File: src/rtl/change_dispense_ctrl.sv
// -----------------------------------------------------------------------------
// change_dispense_ctrl
//
// Pays out change one denomination at a time, largest first, through a
// valid/ready handshake to the coin/note dispenser. It also keeps a stock
// counter for each denomination. The vending FSM pulses start together with
// the amount owed. This block then walks the denominations 50, 20, 10, 5, 1.
// A denomination is issued when its value still fits into the remaining
// amount and its stock is not empty. Otherwise the walk moves to the next
// smaller denomination. The walk is greedy and never backtracks.
//
// Ports
//   sys_clk        in   system clock, rising edge
//   sys_rst        in   synchronous reset, active-high
//   start          in   payout request (1 cycle), sampled only while idle
//   change_amt     in   amount to pay out, latched on an accepted start
//   cancel         in   abort a payout in progress
//   refill         in   reload every stock counter, honoured only while idle
//   deposit_valid  in   customer inserted one unit of deposit_den
//   deposit_den    in   denomination code 0..4 (1,5,10,20,50); 5..7 ignored
//   disp_valid     out  dispense request
//   disp_den       out  denomination of the request, stable while disp_valid
//   disp_ready     in   dispenser accepts; transfer = disp_valid & disp_ready
//   busy           out  payout in progress (any state but idle)
//   done           out  one-cycle end-of-payout pulse
//   short          out  with done: the full amount could not be paid
//   remain         out  amount still owed, holds until the next start
//   stock_empty    out  bit i set when stock of denomination i is zero
// -----------------------------------------------------------------------------
module change_dispense_ctrl #(
    parameter int AMT_W      = 8,
    parameter int STOCK_W    = 4,
    parameter int INIT_STOCK = 10
) (
    input  logic             sys_clk,
    input  logic             sys_rst,
    input  logic             start,
    input  logic [AMT_W-1:0] change_amt,
    input  logic             cancel,
    input  logic             refill,
    input  logic             deposit_valid,
    input  logic [2:0]       deposit_den,
    output logic             disp_valid,
    output logic [2:0]       disp_den,
    input  logic             disp_ready,
    output logic             busy,
    output logic             done,
    output logic             short,
    output logic [AMT_W-1:0] remain,
    output logic [4:0]       stock_empty
);

    localparam int                 NUM_DEN    = 5;
    localparam logic [STOCK_W-1:0] STOCK_INIT = STOCK_W'(INIT_STOCK);
    localparam logic [STOCK_W-1:0] STOCK_MAX  = '1;

    typedef enum logic [1:0] {
        IDLE,
        SELECT,
        ISSUE,
        DONE
    } state_t;

    state_t             state, state_nxt;
    logic [2:0]         idx, idx_nxt;
    logic [AMT_W-1:0]   remain_nxt;
    logic [STOCK_W-1:0] stock [NUM_DEN];

    logic               xfer;
    logic               can_issue;
    logic [AMT_W-1:0]   cur_value;
    logic [NUM_DEN-1:0] take_vec;
    logic [NUM_DEN-1:0] give_vec;
    logic               do_refill;

    function automatic logic [AMT_W-1:0] den_value(input logic [2:0] code);
        case (code)
            3'd4:    den_value = AMT_W'(50);
            3'd3:    den_value = AMT_W'(20);
            3'd2:    den_value = AMT_W'(10);
            3'd1:    den_value = AMT_W'(5);
            default: den_value = AMT_W'(1);
        endcase
    endfunction

    assign cur_value  = den_value(idx);
    assign can_issue  = (cur_value <= remain) && (stock[idx] != '0);
    assign disp_valid = (state == ISSUE);
    assign disp_den   = disp_valid ? idx : 3'd0;
    assign xfer       = disp_valid && disp_ready;
    assign busy       = (state != IDLE);
    assign done       = (state == DONE);
    assign short      = done && (remain != '0);
    // A start in the same cycle takes priority, so the refill is dropped.
    assign do_refill  = (state == IDLE) && refill && !start;

    // NOTE: every signal driven here gets a default first, so no path can
    // leave one unassigned and infer a latch.
    always_comb begin
        state_nxt  = state;
        idx_nxt    = idx;
        remain_nxt = remain;
        case (state)
            IDLE: begin
                if (start) begin
                    remain_nxt = change_amt;
                    idx_nxt    = 3'd4;
                    state_nxt  = SELECT;
                end
            end
            SELECT: begin
                if (cancel)                state_nxt = DONE;
                else if (remain == '0)     state_nxt = DONE;
                else if (can_issue)        state_nxt = ISSUE;
                else if (idx == 3'd0)      state_nxt = DONE;
                else                       idx_nxt   = idx - 3'd1;
            end
            ISSUE: begin
                // A transfer in the same cycle as cancel still completes.
                if (xfer) begin
                    remain_nxt = remain - cur_value;
                    state_nxt  = SELECT;
                end
                if (cancel) state_nxt = DONE;
            end
            DONE:    state_nxt = IDLE;
            default: state_nxt = IDLE;
        endcase
    end

    // NOTE: sequential state uses non-blocking assignments only, so every
    // register samples the values that existed before the edge.
    always_ff @(posedge sys_clk) begin
        if (sys_rst) begin
            state  <= IDLE;
            idx    <= 3'd0;
            remain <= '0;
        end else begin
            state  <= state_nxt;
            idx    <= idx_nxt;
            remain <= remain_nxt;
        end
    end

    always_comb begin
        take_vec = '0;
        give_vec = '0;
        for (int i = 0; i < NUM_DEN; i++) begin
            take_vec[i] = xfer && (idx == 3'(i));
            give_vec[i] = deposit_valid && (deposit_den == 3'(i));
        end
    end

    // NOTE: the stock array is reset on purpose. It is only five small
    // counters, and the machine must power up with known stock.
    always_ff @(posedge sys_clk) begin
        if (sys_rst || do_refill) begin
            for (int i = 0; i < NUM_DEN; i++) stock[i] <= STOCK_INIT;
        end else begin
            for (int i = 0; i < NUM_DEN; i++) begin
                // A deposit and a dispense of the same denomination cancel out.
                if (give_vec[i] && !take_vec[i] && stock[i] != STOCK_MAX)
                    stock[i] <= stock[i] + STOCK_W'(1);
                else if (take_vec[i] && !give_vec[i])
                    stock[i] <= stock[i] - STOCK_W'(1);
            end
        end
    end

    always_comb begin
        stock_empty = '0;
        for (int i = 0; i < NUM_DEN; i++) stock_empty[i] = (stock[i] == '0);
    end

endmodule

File: config.mk
export PLATFORM = sky130hd
export DESIGN_NAME = change_dispense_ctrl
export DESIGN_NICKNAME = d
export VERILOG_FILES = /design/src/rtl/change_dispense_ctrl.sv
export SDC_FILE = /design/constraint.sdc
export NUM_CORES = 1
export LEC_CHECK = 0
export ABC_AREA = 1
export BUFFER_PORTS_ARGS = -buffer_cell sky130_fd_sc_hd__buf_2
export CORE_MARGIN = 2
export CORE_UTILIZATION = 45
export DETAILED_ROUTE_END_ITERATION = 8
export PLACE_DENSITY_LB_ADDON = 0.25
export SYNTH_ARGS = -nofsm -noshare
export SYNTH_HDL_FRONTEND = slang
export SYNTH_SLANG_ARGS = --single-unit
File: constraint.sdc
create_clock -name sys_clk -period 3.8 [get_ports sys_clk]
set_input_delay 0.57 -clock sys_clk [delete_from_list [all_inputs] [get_ports sys_clk]]
set_output_delay 0.57 -clock sys_clk [all_outputs]
set_load 0.1 [all_outputs]
Word level (Yosys, flattened, before mapping)
Memory sizes are Yosys's and may differ from the RTL's. A register that Yosys moved wholly into a read port is not among the register bits.
Cells that the tools add are included.
{"block": "classes", "muxes": 68, "multipliers": 0, "n_addsub": 12, "eq_ne": 24, "n_reduce_logical": 59, "n_lt_le_gt_ge": 1, "n_div": 0, "n_bitwise": 10, "shift": 0}
{"operator": "$mux W4", "count": 10}
{"operator": "$mux W1", "count": 37}
{"operator": "$logic_and A1 B1 Y1", "count": 30}
{"operator": "$mux W3", "count": 8}
{"operator": "$pmux W6 S4", "count": 1}
{"operator": "$add A4 B1 Y4 const B", "count": 5}
{"operator": "$logic_not A4 Y1", "count": 5}
{"operator": "$ne A4 B4 Y1 const B", "count": 5}
{"operator": "$sub A4 B1 Y4 const B", "count": 5}
{"operator": "$mux W8", "count": 2}
{"operator": "$pmux W8 S2", "count": 1}
{"operator": "$mux W2", "count": 7}
{"operator": "$eq A3 B2 Y1 const B", "count": 4}
{"operator": "$logic_not A1 Y1", "count": 11}
{"operator": "$ne A2 B2 Y1 const B", "count": 5}
{"operator": "$or A1 B1 Y1", "count": 10}
{"operator": "$le A8 B8 Y1", "count": 1}
{"operator": "$logic_not A8 Y1", "count": 1}
{"operator": "$pmux W2 S4", "count": 1}
{"operator": "$reduce_bool A8 Y1", "count": 1}
{"operator": "$sub A8 B8 Y8", "count": 1}
{"operator": "$eq A3 B1 Y1 const B", "count": 2}
{"operator": "$eq A3 B3 Y1 const B", "count": 2}
{"operator": "$logic_not A3 Y1", "count": 2}
{"operator": "13 further kinds", "count": 17}
{"block": "totals", "ff_bits": 13, "in_bits": 18, "memories": 1, "ramBits": 20, "output_inout_bits": 20, "elab_cells": 178, "mem_bits_ro": 0, "latchBits": 0}
{"memory": "stock", "depth": 5, "width": 4, "read_ports": 6, "rd_ports_with_merged_regs": 1, "wr": 5, "line_no": "67", "text": "logic [STOCK_W-1:0] stock [NUM_DEN];"}

Depth between registers and ports, before layout
Gate-level depths: netlist of the first run.
{"block": "depth", "word_depth": 11, "ltp_mapped": 19}

Worst setup path before layout of the first run
OpenSTA, ideal clock, no wires.
{"block": "synth_timing", "kind": "flip-flop to output port", "start": "memory stock[0][1]", "end": "output stock_empty[0]", "path_buffers": 0, "arrival_time_ps": 3360, "stages_incl_launch_ff": 2, "slack_ps": -130, "required_ps": 3230, "path_cell_list": "edfxtp_1 nor4_1"}
{"item": "start, declared", "line_no": "67"}
{"item": "end, declared", "line_no": "50", "text": "output logic [4:0] stock_empty"}

==> results.py, run 1 <==
metrics = {
    "logic_synthesis": {
        "synth.area.top_cells": "edfxtp_1, dfxtp_1, nand2_1",
        "syn_area_um2": 2840,
        "netlist_instances": 381,
        "synthesis.nets": 426,
        "ys_seq_area_frac": 0.325,
        "yosys_warnings": 0,
        "ys_ff_latch": 36,
        "synthDistinctLibCells": 35,
        "avgSynthCellArea_um2": 7.44,
        "synthDominantCellAreaShare": 0.212,
        "yosys.area.top_type": "edfxtp_1",
    },
    "hold_path": {
        "hold_depth": 2,
        "hp-start": "sys_rst",
        "min_path_type": "in -> reg",
    },
    "die": {
        "die_h_um": 83.4,
        "core_um2": 5990,
        "fp.dieW_um": 83.4,
        "initial_core_util": 0.473,
        "rows": 28,
        "die_area_um2": 6950,
        "boundaryPins": 38,
    },
    "routing": {
        "firstDrtPassIters": 5,
        "wl_mm": 6.30,
        "num_vias": 2576,
        "drc_errors": 0,
        "viasPerCell": 5.16,
        "wl_per_cell_um": 12.6,
        "first_iter_violations": 201,
        "ant_nets": 0,
    },
    "pwr": {
        "power.leakage_uw": 0.00162,
        "p_per_area_nw_per_um2": 567,
        "ir_drop_v": 0.000377,
        "total_power_uw": 1820,
    },
    "cts": {
        "htree_levels": 2,
        "cts_buffers": 5,
        "cts.sinks": 36,
        "root_buffer": "clkbuf_8",
        "cts_resized": 0,
        "holdBufCountCts": 0,
        "clockBufferDepth": 2,
        "post-cts-setup-buffer-count": 0,
        "path_clk_slew_ns": 0.07,
        "insertion_delay_ns": 0.29,
        "cts_tree": "built",
    },
    "sta": {
        "finalCritPeriodShare": 0.783,
        "finalCriticalPeriod_ns": 2.97,
        "clock_skew_ns": 0.0111,
        "tns_ns": 0,
        "worst_pin_slew_ns": 0.490,
        "fmax_mhz": 336,
        "whs_ns": 0.499,
        "hold_viol_final": 0,
        "setup_viol": 0,
        "relSlewSlack": 0.675,
        "worst_slack_ns": 0.826,
        "timing.final.max_slew_violations": 0,
        "rsz0062_at_grt": "no",
    },
    "layout": {
        "layout_commonest_cell": "nand2_1",
        "seqCellArea_um2": 921,
        "final_cells": 499,
        "final_cell_mix": "nand2_1, inv_1, nand3_1, buf_2, nor2_1",
        "fillCellCount": 586,
        "layout-drive-gt1-share": 0.153,
        "diodes": 0,
        "finish.net_count": 468,
        "multiInputGateArea_um2": 1670,
        "areaGrowthSynthToFinish_pct": 13.2,
    },
    "grt": {
        "grt_pass1_vias": 2429,
        "grt.total_usage": 0.190,
        "grt_antenna_before_repair": 0,
        "grt_max_degree": 20,
        "grt_first_pass_wirelength_mm": 11.0,
        "overflow": 0,
    },
    "worst_setup_path": {
        "crit_slowest_cell": "fa_1",
        "path_cells": "inv_1 -> ha_1 -> a21oi_1 -> nand3_1 -> nand2_1 -> nand2_1 -> fa_1 -> o21ai_0 -> nand2_1 -> nand3_1 -> nand3_1 -> nand3_1 -> nand2_1 -> nand3_1 -> nand2_1 -> nor2_1",
        "crit_start": "idx[0]",
        "arrival_ns": 3.19,
        "crit_type": "reg -> reg",
        "cp-start-kind": "flip-flop",
        "critical-path-top-delay-family": "simple AND/OR/NAND/NOR gates",
        "cp_num_buf_inv": 1,
        "crit_path_max_incr_delay_ns": 0.44,
        "cp.depth": 16,
        "crit_path_max_fanout": 5,
        "reg2reg_from": "idx[0]",
        "r2r_cells": 16,
        "cp-end-kind": "flip-flop",
        "critPathRequiredTime_ns": 4.02,
    },
    "run": {
        "max_cap_violations": 0,
    },
    "place": {
        "place_ws_ns": 0.864,
        "portBuffers": 37,
        "gp_congestion": 0.850,
        "dp_hpwl_mm": 5.09,
        "dp_cells": 491,
    },
    "outcome": {
        "outcome": "finished clean",
    },
}
-- layout make-up --
| class | count | area share |
|---|---|---|
| clock buffer | 8 | 0.0280 |
| inverter | 64 | 0.0748 |
| tap | 75 | 0.0292 |
| timing repair buffer | 38 | 0.0600 |
| sequential | 36 | 0.287 |
| multi-input combinational | 278 | 0.521 |
-- stage by stage --
step,cell area [µm²],util
after CTS,3210,0.536
after floorplan,2860,-
after global routing,3210,0.536
after detailed placement,3120,0.521
final,3210,0.536
after global placement,3120,0.521
-- worst paths after layout --
check | end | slack (ns)
max | flip-flop | 0.83
min | remain[7] | 0.50
max reg2reg | flip-flop | 0.83
min reg2reg | remain[7] | 0.52
-- worst register-to-register path, delay by kind of cell, from the launching register on --
kind                     cells  cell delay [ns]
AND/OR/NAND/NOR             11             1.16
adder cells (fa/ha/maj)      2             0.68
AO/OA/AOI/OAI                2             0.57
flip-flops                   1             0.39
buffers and inverters        1             0.11
-- synthesized netlist by cell type --
master,count
nand2_1,78
inv_1,63
nand3_1,38
nor2_1,36
ha_1,22
edfxtp_1,20
o21ai_0,20
a21oi_1,18
dfxtp_1,16
xnor2_1,7
xor2_1,6
a211oi_1,5
fa_1,5
nand4_1,5
nor2_2,5
nor3_1,5
nor4_1,4
a31oi_1,3
o21a_1,3
or2_2,3
buf_6,2
nand2_2,2
nand2_4,2
o2111ai_1,2
a22oi_1,1
clkbuf_1,1
inv_2,1
nand2b_1,1
nand3_4,1
nand3b_1,1
nor2_4,1
nor3_2,1
o21ai_1,1
o21ai_4,1
o21bai_1,1
-- layer usage --
metal	GRT usage	wire length (µm)
met1	0.265	2990
met2	0.304	2930
met3	0.0398	321
met4	0.0447	61
met5	0	0
-- cells by family after synthesis --
kind of cell	count (synthesis)	share of synthesized area
DFF	36	0.325
adders and majority gates	27	0.132
AOI/OAI and AO/OA	55	0.114
xor gates and xnor gates	13	0.0401
buffers and inverters	67	0.0940
and+or+nand+nor	183	0.295
-- power by group --
| group | internal [µW] | total (µW) | switching, µW |
|---|---|---|---|
| clock network | 148 | 288 | 140 |
| registers | 485 | 567 | 82.5 |
| logic | 282 | 967 | 685 |
-- registers in the layout, indices dropped and copies added (netlist names), named ones only --
name,cells
state,2
remain,8
stock,20
idx,3
Power figures use the tool's default switching activity.
==> run 2: changes to the inputs <==
Clock period 3.8 ns to 3 ns, I/O delays scaled along.
==> results.py, run 2 (synthesized netlist as in run 1, its figures left out) <==
metrics = {
    "outcome": {
        "outcome": "finished clean",
    },
    "cts": {
        "holdBufCountCts": 0,
        "cts_resized": 0,
        "path_clk_slew_ns": 0.07,
        "insertion_delay_ns": 0.29,
        "cts_tree": "built",
        "root_buffer": "clkbuf_8",
        "cts.sinks": 36,
        "htree_levels": 2,
        "post-cts-setup-buffer-count": 0,
        "cts_buffers": 5,
        "clockBufferDepth": 2,
    },
    "pwr": {
        "p_sw_frac": 0.499,
        "p_clk_frac": 0.156,
        "ir_drop_v": 0.000528,
        "internal_power_uw": 1180,
        "switching_power_uw": 1170,
        "seqPwrFrac": 0.306,
        "power.leakage_uw": 0.00163,
        "combinationalPowerShare": 0.538,
        "p_per_area_nw_per_um2": 725,
    },
    "sta": {
        "fmax_mhz": 371,
        "finalCriticalPeriod_ns": 2.69,
        "relSlewSlack": 0.678,
        "setup_viol": 0,
        "hold_viol_final": 0,
        "worst_slack_ns": 0.308,
        "clock_skew_ns": 0.00707,
        "worst_pin_slew_ns": 0.486,
        "timing.final.max_slew_violations": 0,
        "rsz0062_at_grt": "no",
        "tns_ns": 0,
        "finalCritPeriodShare": 0.897,
    },
    "grt": {
        "grt_max_degree": 20,
        "grt_pass1_vias": 2416,
        "grt_first_pass_wirelength_mm": 10.9,
        "overflow": 0,
        "grt.total_usage": 0.190,
        "grt_antenna_before_repair": 0,
    },
    "layout": {
        "finish.net_count": 470,
        "largestRegisters": "stock (20), remain (8), idx (3)",
        "final_cell_mix": "nand2_1, inv_1, nand3_1, buf_2, nor2_1",
        "seqCellArea_um2": 921,
        "layout_commonest_cell": "nand2_1",
        "diodes": 0,
        "regMostFlops": "stock",
        "areaGrowthSynthToFinish_pct": 14.3,
        "layout-drive-gt1-share": 0.167,
        "fillCellCount": 570,
        "largest_reg_flops": 20,
        "multiInputGateArea_um2": 1690,
    },
    "worst_setup_path": {
        "arrival_ns": 2.87,
        "cp-start-kind": "flip-flop",
        "r2r_setup_slack_ns": 0.31,
        "cp-end-kind": "flip-flop",
        "crit_start": "idx[0]",
        "crit_type": "reg -> reg",
        "reg2reg_from": "idx[0]",
        "crit_path_max_fanout": 5,
        "r2r_cells": 15,
        "critPathRequiredTime_ns": 3.18,
    },
    "routing": {
        "viasPerCell": 5.22,
        "first_iter_violations": 211,
        "num_vias": 2613,
        "drc_errors": 0,
        "ant_nets": 0,
        "wl_mm": 6.42,
        "wl_per_cell_um": 12.8,
        "firstDrtPassIters": 4,
    },
    "place": {
        "dp_hpwl_mm": 5.12,
        "place_ws_ns": 0.188,
        "gp_congestion": 0.948,
        "portBuffers": 37,
    },
    "die": {
        "fp.dieW_um": 83.4,
        "die_h_um": 83.4,
        "rows": 28,
        "core_um2": 5990,
        "die_area_um2": 6950,
        "initial_core_util": 0.473,
        "boundaryPins": 38,
    },
    "hold_path": {
        "min_path_type": "in -> reg",
    },
    "run": {
        "max_cap_violations": 0,
    },
}
[run 2: cell count changes in the layout (fill, tap and decap cells not counted)]
cell     previous run  this run
buf_4               1         3
nand2_1            78        77
nand2_2             2         3
nand3_1            38        37
nand3_2             0         1
nor2_1             36        35
nor2_2              5         6
nor3_1              5         4
nor3_2              1         2
o21ai_0            20        18
o21ai_1             1         3
[run 2: power by group through the flow]
stage / logic (µW) / registers (µW) / clock network [µW]
2_1_floorplan: 816 / 888 / 0
3_3_place_gp: 1230 / 727 / 0
3_5_place_dp: 1240 / 729 / 0
4_1_cts: 1250 / 717 / 373
5_1_grt: 1400 / 734 / 389
6_report: 1260 / 720 / 365
[run 2: cell type report]
type	instances	area share
Multi-Input combinational cell	278	0.521
Sequential cell	36	0.284
Timing Repair Buffer	40	0.0641
Clock buffer	8	0.0278
Inverter	64	0.0741
Tap cell	75	0.0289
[run 2: worst min path at each step]
stage	startpoint	slack, ns	end	depth (start not counted)
after detailed placement	remain[7]	0.51	remain[7]	2
after floorplan	idx[2]	0.52	flip-flop	2
after CTS	sys_rst	0.38	remain[5]	2
final	sys_rst	0.38	remain[5]	2
after global placement	remain[7]	0.49	remain[7]	2
after global routing	sys_rst	0.39	remain[5]	2
[run 2: per-layer routing]
layer / share of wire / global-route usage / wire length [µm]
met1: 0.48 / 0.263 / 3080
met2: 0.47 / 0.312 / 3010
met3: 0.043 / 0.0338 / 279
met4: 0.0086 / 0.0387 / 55
met5: 0 / 0 / 0
[run 2: worst max-delay path: stages (launching register included)]
cell	delay [ns]
dfxtp_1	0.38
inv_1	0.11
ha_1	0.25
a21oi_1	0.21
nand3_1	0.12
nand2_1	0.11
nand2_1	0.10
fa_1	0.44
o21ai_1	0.19
nand2_1	0.07
nand3_1	0.07
nand3_1	0.12
nand3_2	0.12
nand2_2	0.09
o21ai_0	0.15
nor2_1	0.07
[run 2: stage by stage]
stage | hold WS [ns] | std cells | total power, µW | util | cell area (µm²)
floorplan | 0.516 | 381 | 1700 | - | 2870
global placement | 0.494 | 493 | 1960 | 0.525 | 3140
detailed placement | 0.508 | 493 | 1970 | 0.525 | 3140
CTS | 0.377 | 501 | 2340 | 0.540 | 3230
global route | 0.389 | 501 | 2520 | 0.541 | 3240
finish | 0.383 | 501 | 2350 | 0.541 | 3240
==> run 3: changes to the inputs <==
Settings changed: ABC_AREA 1 to unset, CORE_UTILIZATION 45 to 50.
==> results.py, run 3 <==
metrics = {
    "outcome": {
        "outcome": "finished clean",
    },
    "logic_synthesis": {
        "synthDistinctLibCells": 73,
        "synthDominantCellAreaShare": 0.205,
        "synthesis.nets": 354,
        "synth.area.top_cells": "edfxtp_1, dfxtp_1, ha_1",
        "ys_seq_area_frac": 0.314,
        "syn_area_um2": 2930,
        "yosys.area.top_type": "edfxtp_1",
        "avgSynthCellArea_um2": 9.48,
        "yosys_warnings": 0,
        "synth_common_cells": "nor2_1, inv_1, nand2_1, ha_1, edfxtp_1",
        "yosysMostFrequentCell": "nor2_1",
        "synth_ff_type": "edfxtp_1",
        "ys_async_sr_fraction": 0,
        "netlist_instances": 309,
        "ys_ff_latch": 36,
        "synth-edff-count": 20,
    },
    "layout": {
        "diodes": 0,
        "final_cells": 433,
        "layout-drive-gt1-share": 0.319,
        "regMostFlops": "stock",
        "largestRegisters": "stock (20), remain (8), idx (3)",
        "final_cell_mix": "buf_2, nor2_1, inv_1, nand2_1, edfxtp_1",
        "layout_commonest_cell": "buf_2",
        "largest_reg_flops": 20,
        "post-route-util": 0.633,
        "finish.net_count": 405,
        "fillCellCount": 462,
        "areaGrowthSynthToFinish_pct": 20.5,
    },
    "cts": {
        "insertion_delay_ns": 0.29,
        "clockBufferDepth": 2,
        "cts.sinks": 36,
        "root_buffer": "clkbuf_8",
        "path_clk_slew_ns": 0.07,
        "htree_levels": 2,
        "cts_buffers": 5,
        "cts_tree": "built",
    },
    "grt": {
        "grt.total_usage": 0.226,
        "overflow": 0,
        "grt_first_pass_wirelength_mm": 11.3,
        "grt_antenna_before_repair": 0,
        "grt_pass1_vias": 2440,
        "grt_max_degree": 18,
    },
    "die": {
        "rows": 27,
        "core_um2": 5570,
        "die_h_um": 80.6,
        "initial_core_util": 0.526,
        "die_area_um2": 6490,
        "fp.dieW_um": 80.6,
        "boundaryPins": 38,
    },
    "worst_setup_path": {
        "critPathRequiredTime_ns": 3.22,
        "reg2reg_from": "idx[0]",
        "r2r-end": "idx[1]",
        "arrival_ns": 3.15,
        "cp-end-kind": "flip-flop",
        "crit_type": "reg -> reg",
        "crit_path_max_fanout": 4,
        "crit_start": "idx[0]",
        "endpoint": "idx[1]",
        "cp-start-kind": "flip-flop",
        "r2r_cells": 15,
        "r2r_setup_slack_ns": 0.07,
    },
    "pwr": {
        "seqPwrFrac": 0.371,
        "ir_drop_v": 0.000447,
        "p_sw_frac": 0.425,
        "p_clk_frac": 0.201,
        "combinationalPowerShare": 0.428,
        "p_per_area_nw_per_um2": 487,
        "switching_power_uw": 731,
        "power.leakage_uw": 0.00146,
        "internal_power_uw": 988,
    },
    "sta": {
        "hold_viol_final": 0,
        "finalCriticalPeriod_ns": 2.93,
        "finalCritPeriodShare": 0.978,
        "whs_ns": 0.422,
        "relSlewSlack": 0.549,
        "timing.final.max_slew_violations": 0,
        "fmax_mhz": 341,
        "tns_ns": 0,
        "worst_pin_slew_ns": 0.670,
        "clock_skew_ns": 0.00559,
        "worst_slack_ns": 0.0655,
        "rsz0062_at_grt": "yes",
        "setup_viol": 0,
    },
    "routing": {
        "drc_errors": 0,
        "wl_per_cell_um": 15.8,
        "first_iter_violations": 182,
        "ant_nets": 0,
        "num_vias": 2492,
        "wl_mm": 6.86,
        "viasPerCell": 5.76,
        "firstDrtPassIters": 4,
    },
    "place": {
        "place_ws_ns": -0.0831,
        "dp_hpwl_mm": 5.25,
        "dp_cells": 419,
        "portBuffers": 37,
        "gp_congestion": 0.924,
    },
    "hold_path": {
        "min_path_type": "in -> reg",
        "hold_depth": 3,
    },
    "run": {
        "max_cap_violations": 0,
    },
}
run 3: worst min path at each step:
stage                  start         to  slack, ns
2_1_floorplan       state[1]   state[0]       0.54
3_3_place_gp       remain[2]  remain[2]       0.53
3_5_place_dp       remain[4]  remain[4]       0.54
4_1_cts        change_amt[4]  remain[4]       0.41
5_1_grt        change_amt[4]  remain[4]       0.43
6_report       change_amt[4]  remain[4]       0.42
run 3: layer usage:
metal	GRT usage	vias up	routed length, µm
li1	-	1238	-
met1	0.290	1195	3150
met3	0.0382	7	266
met5	0	-	0
met4	0.0678	0	65
met2	0.388	52	3380
run 3: repair_timing:
item | CTS | global route
hold buffers | 0 | 0
setup endpoints to repair | 6 | 10
hold endpoints to repair | 0 | 0
pin swaps | 2 | 13
setup buffers | 1 | 5
gates resized for setup | 0 | 34
run 3: cells by family after synthesis:
kind of cell               Yosys count  synth area share
AOI/OAI and AO/OA                   73             0.198
xor gates and xnor gates            14            0.0418
adders and majority gates           27             0.128
buffers and inverters               38            0.0611
DFF                                 36             0.314
muxes                                3            0.0145
and+or+nand+nor                    118             0.242
run 3: final cells by class:
type                       instances  area (µm²)  area share
clock buffer                       6        72.6      0.0206
clock inverter                     2        11.3     0.00319
inverter                          29         114      0.0323
multi-input combinational        235        2000       0.567
sequential                        36         928       0.263
tap                               72        90.1      0.0255
timing repair buffer              53         313      0.0886
run 3: critical path, cell delays in order (launching register included):
cell	delay (ns)
dfxtp_4	0.39
inv_2	0.06
ha_2	0.20
a21oi_2	0.14
buf_4	0.13
a21o_1	0.15
ha_4	0.16
fa_2	0.23
nor2b_4	0.05
o21ai_2	0.16
a31oi_2	0.12
nor4_4	0.30
o31ai_4	0.14
buf_6	0.15
or3_4	0.32
a21oi_2	0.15
run 3: metrics by stage:
| step | instance area, µm² | total power (µW) |
|---|---|---|
| final | 3530 | 1720 |
| after global routing | 3530 | 1820 |
| after CTS | 3360 | 1670 |
| after detailed placement | 3270 | 1320 |
| after global placement | 3270 | 1320 |
| after floorplan | 2980 | 1190 |
run 3: power by group through the flow:
stage          Combinational [µW]  Clock (µW)  Sequential, µW
2_1_floorplan                 437           0             749
3_3_place_gp                  669           0             648
3_5_place_dp                  676           0             647
4_1_cts                       680         354             637
5_1_grt                       800         377             646
6_report                      736         345             638
